--- config.mk ---
export PLATFORM = sky130hd
export DESIGN_NAME = flit_fifo
export DESIGN_NICKNAME = d
export VERILOG_FILES = /design/src/rtl/flit_fifo.sv
export SDC_FILE = /design/constraint.sdc
export NUM_CORES = 1
export LEC_CHECK = 0
export ABC_CLOCK_PERIOD_IN_PS = 2900
export BUFFER_PORTS_ARGS = -buffer_cell sky130_fd_sc_hd__buf_2
export CAP_MARGIN = 0
export CELL_PAD_IN_SITES_DETAIL_PLACEMENT = 0
export CELL_PAD_IN_SITES_GLOBAL_PLACEMENT = 1
export CORE_MARGIN = 2
export CORE_UTILIZATION = 40
export DETAILED_ROUTE_END_ITERATION = 16
export PLACE_DENSITY = 0.66
export SYNTH_ARGS = -nofsm -noshare
export SYNTH_HDL_FRONTEND = slang
export SYNTH_SLANG_ARGS = --single-unit
--- constraint.sdc ---
create_clock -name clk -period 2.9 [get_ports clk]
set_clock_uncertainty 0.15 [all_clocks]
set_input_delay 0.145 -clock clk [delete_from_list [all_inputs] [get_ports clk]]
set_output_delay 0.145 -clock clk [all_outputs]
set_load 0.005 [all_outputs]
--- src/rtl/flit_fifo.sv ---
// Flit FIFO: circular buffer with first-word-fall-through head, flit type
// decode, complete-packet tracking and sticky overflow/underflow flags.
module flit_fifo #(
    parameter int DATA_WIDTH = 32,
    parameter int DEPTH      = 4,
    parameter int PTR_WIDTH  = 2
) (
    input  logic                  clk,
    input  logic                  rst,
    input  logic                  wr_en,
    input  logic [DATA_WIDTH-1:0] din,
    input  logic                  rd_en,
    output logic [DATA_WIDTH-1:0] dout,
    output logic [2:0]            flit_id,
    output logic                  empty,
    output logic                  full,
    output logic [PTR_WIDTH:0]    count,
    output logic                  pkt_avail,
    output logic                  ovf,
    output logic                  udf
);

    localparam logic [2:0]         TYPE_TAIL = 3'b100;
    localparam logic [PTR_WIDTH:0] DEPTH_CNT = DEPTH[PTR_WIDTH:0];

    logic [DATA_WIDTH-1:0] mem [DEPTH];

    logic [PTR_WIDTH-1:0] wr_ptr_q, wr_ptr_d;
    logic [PTR_WIDTH-1:0] rd_ptr_q, rd_ptr_d;
    logic [PTR_WIDTH:0]   count_q, count_d;
    logic [PTR_WIDTH:0]   tail_cnt_q, tail_cnt_d;
    logic                 ovf_q, ovf_d;
    logic                 udf_q, udf_d;

    logic                 wr_acc, rd_acc;
    logic                 tail_in, tail_out;
    logic [2:0]           head_type;

    // Status is a pure function of the registered count, so it follows
    // reset asynchronously along with the counters.
    assign empty     = (count_q == '0);
    assign full      = (count_q == DEPTH_CNT);
    assign count     = count_q;
    assign pkt_avail = (tail_cnt_q != '0);
    assign ovf       = ovf_q;
    assign udf       = udf_q;

    assign dout      = mem[rd_ptr_q];
    assign head_type = dout[DATA_WIDTH-1:DATA_WIDTH-3];
    assign flit_id   = empty ? 3'b000 : head_type;

    // A simultaneous pop frees the slot being written, so full does not block.
    assign wr_acc   = wr_en && (!full || rd_en);
    assign rd_acc   = rd_en && !empty;
    assign tail_in  = wr_acc && (din[DATA_WIDTH-1:DATA_WIDTH-3] == TYPE_TAIL);
    assign tail_out = rd_acc && (head_type == TYPE_TAIL);

    always_comb begin
        wr_ptr_d   = wr_ptr_q;
        rd_ptr_d   = rd_ptr_q;
        count_d    = count_q;
        tail_cnt_d = tail_cnt_q;
        ovf_d      = ovf_q;
        udf_d      = udf_q;

        if (wr_acc) wr_ptr_d = wr_ptr_q + 1'b1;
        if (rd_acc) rd_ptr_d = rd_ptr_q + 1'b1;

        unique case ({wr_acc, rd_acc})
            2'b10:   count_d = count_q + 1'b1;
            2'b01:   count_d = count_q - 1'b1;
            default: count_d = count_q;
        endcase

        unique case ({tail_in, tail_out})
            2'b10:   tail_cnt_d = tail_cnt_q + 1'b1;
            2'b01:   tail_cnt_d = tail_cnt_q - 1'b1;
            default: tail_cnt_d = tail_cnt_q;
        endcase

        if (wr_en && full && !rd_en) ovf_d = 1'b1;
        if (rd_en && empty)          udf_d = 1'b1;
    end

    always_ff @(posedge clk or negedge rst) begin
        if (!rst) begin
            wr_ptr_q   <= '0;
            rd_ptr_q   <= '0;
            count_q    <= '0;
            tail_cnt_q <= '0;
            ovf_q      <= 1'b0;
            udf_q      <= 1'b0;
        end else begin
            wr_ptr_q   <= wr_ptr_d;
            rd_ptr_q   <= rd_ptr_d;
            count_q    <= count_d;
            tail_cnt_q <= tail_cnt_d;
            ovf_q      <= ovf_d;
            udf_q      <= udf_d;
        end
    end

    // Storage carries no reset; stale entries are unreachable once pointers clear.
    always_ff @(posedge clk) begin
        if (wr_acc) mem[wr_ptr_q] <= din;
    end

endmodule

==> metrics <==
status complete, no violations; leading area contributor after synthesis edfxtp_1; share of layout cells above drive strength 1 0.419; Hold/Removal Path Class reg2reg; CP max stage cell nor2b_1; antenna cell count 0; Vias/cell 4.72; Crit. End Element flop; Worst Hold Slack 305 ps; # clock sinks 140; WL final 9.40 mm; Die Ht 119 um; antenna violations before repair 0; setup slack at placement 357 ps; violation count after the first detailed-route iteration 179; Max FO, Critical Path 8; fraction of registers with async set/reset 0.0857; synth top area cells edfxtp_1 72%, mux4_2 14%, dfrtp_1 5.6%, ha_1 1.4%, xnor2_1 0.82%; routability cong. 0.711; clk root buf clkbuf_16; critical hold path startpoint udf; share of the synthesized area in the top cell type 0.722; count leader, synth edfxtp_1; post-synth cell types 27; Post-synth top cells 128 x edfxtp_1, 32 x mux4_2, 12 x dfrtp_1, 6 x ha_1, 6 x inv_1; fin area 6910 um2; Die X 119 um; DRC viols 0; Slew headroom 0.612; Seq/Total Area, Yosys 0.779; vias in the first global route 2,804; area of the mapped netlist 5320 um2; CP arrival 2700 ps; Initial Util 0.405; Synth Warn # 0; WL/cell 17.2 um; largest net degree at the start of global routing 27; fin crit period 2550 ps; Critical Path Max Stage Delay 470 ps; R2R Path Start count[2]; Post-DP Area 5970 um2; maximum VDD drop 553 uV; final worst slack 350 ps; Worst-path clk slew 60 ps; Main synth FF type edfxtp_1; LEAKAGE 2.48 nW; total CTS buffers 17; worst slew pin tran 580 ps; crit share post-route 0.879; Final Power 6.85 mW; critical path data required time 3050 ps; Worst-Skew Late Latency 410 ps; drt pass-1 iters 4; max_cap viols 0; Post-synth EDFFs 128; synth-to-layout area growth 29.9%; critical path startpoint count[2]; total negative slack 0 ps; floorplan row count 42; Die ar. 14,200 um2; Nets 404; dpl hpwl 5.77 mm; CTS tree done; Mapped Nets 273; first-pass GRT wire length 14.9 mm; CP cell instances nor4b_2 -> nor2b_1 -> nand3_1 -> ha_1 -> fa_1 -> xnor2_1 -> nor2_1 -> xor2_1; Setup violations, final 0; Mapped Cells 229; pwr dens 991 nW/um2; io pins 79; Vias 2,586; Startpoint Class flop; deepest clock path buffer count 2; number of port buffers 78; post-synthesis register bit count 140; Routed Antenna Nets 0; total track usage 0.145; Max Slew Vio Count 0; H-tree depth 4; CP Class reg2reg; syn avg cell area 23.2 um2; total grt overflow 0; final-report hold violation count 0; Core Footprint 13,100 um2; RSZ-0062 raised after global routing false; Fmax achieved 392 MHz
-- cell families after synthesis --
family / Yosys count / synth area share
XOR/XNOR: 9 / 0.0148
AO/OA/AOI/OAI: 3 / 0.00447
multiplexers: 35 / 0.142
buffers and inverters: 15 / 0.0162
adder cells (fa/ha/maj): 8 / 0.0216
flip-flops: 140 / 0.779
AND/OR/NAND/NOR: 19 / 0.0219
-- area by class of cell --
type / count / area (um2)
clock inverter: 14 / 148
inverter: 6 / 22.5
timing repair buffer: 121 / 856
multi-input combinational: 74 / 1100
clock buffer: 17 / 425
tap: 176 / 220
sequential: 140 / 4150
fill: 1069 / 6220
-- placed cells by master, fill, tap and decap left out, types with 2 or more instances in the layout --
master / synthesis / routed
clkinvlp_4: 0 / 4
a21o_1: 2 / 2
dlygate4sd3_1: 0 / 37
clkbuf_16: 0 / 17
nor2_1: 3 / 3
ha_1: 6 / 6
mux4_2: 32 / 32
edfxtp_1: 128 / 128
nor2b_1: 4 / 4
buf_2: 3 / 78
bufinv_16: 0 / 2
and2_2: 0 / 4
buf_12: 0 / 4
xnor2_1: 5 / 5
dfrtp_2: 0 / 2
nand2_1: 2 / 2
xor2_1: 4 / 4
fa_1: 2 / 2
clkinv_4: 0 / 4
buf_4: 3 / 2
inv_1: 6 / 6
dfrtp_1: 12 / 10
clkinv_2: 0 / 2
-- metal layers --
| metal | vias up | share of wire | global-route usage | wire, um |
|---|---|---|---|---|
| met2 | 67 | 0.49 | 0.223 | 4630 |
| li1 | 1197 | - | - | - |
| met1 | 1310 | 0.44 | 0.187 | 4160 |
| met4 | 0 | 0.014 | 0.0640 | 127 |
| met3 | 12 | 0.051 | 0.0546 | 478 |
| met5 | - | 0 | 0 | 0 |
-- per-stage QoR --
step	utilization	instances
after global routing	0.526	548
final	0.526	548
after floorplan	-	229
after CTS	0.526	548
after global placement	0.454	480
after detailed placement	0.454	480
-- path summary, 6_finish.rpt --
kind / cells after the start / slack, ps / to
hold reg to reg: 1 / 300 / udf
setup reg to reg: 8 / 350 / tail_cnt_q[2]
max in group asynchronous: 3 / 1550 / rd_ptr_q[0]
setup / recovery: 8 / 350 / tail_cnt_q[2]
hold / removal: 1 / 300 / udf
min in group asynchronous: 3 / 640 / ovf
-- state kept, by name, summed over array words and instances (netlist names) --
signal,cells
count,3
mem,128
rd_ptr_q,2
wr_ptr_q,2
ovf,1
tail_cnt_q,3
udf,1
-- power breakdown --
part           leakage (nW)  switching (mW)  internal (mW)  total (mW)
registers              1.31           0.196           2.69        2.88
clock network         0.269           0.798           1.26        2.06
logic                 0.903           0.907           1.01        1.91
total                  2.48            1.90           4.95        6.85
-- critical path, delay by kind of cell, from the launching register on --
kind,cells,cell delay [ps]
xor+xnor,2,290
fa+ha+maj,2,640
flops,1,430
simple gates,4,910
-- repair_timing --
action	4_1_cts	5_1_grt
gates resized for setup	0	0
setup endpoints to repair	0	0
setup buffers	0	0
hold endpoints to repair	142	0
hold buffers	37	0
(Power assumes the default switching activity.)
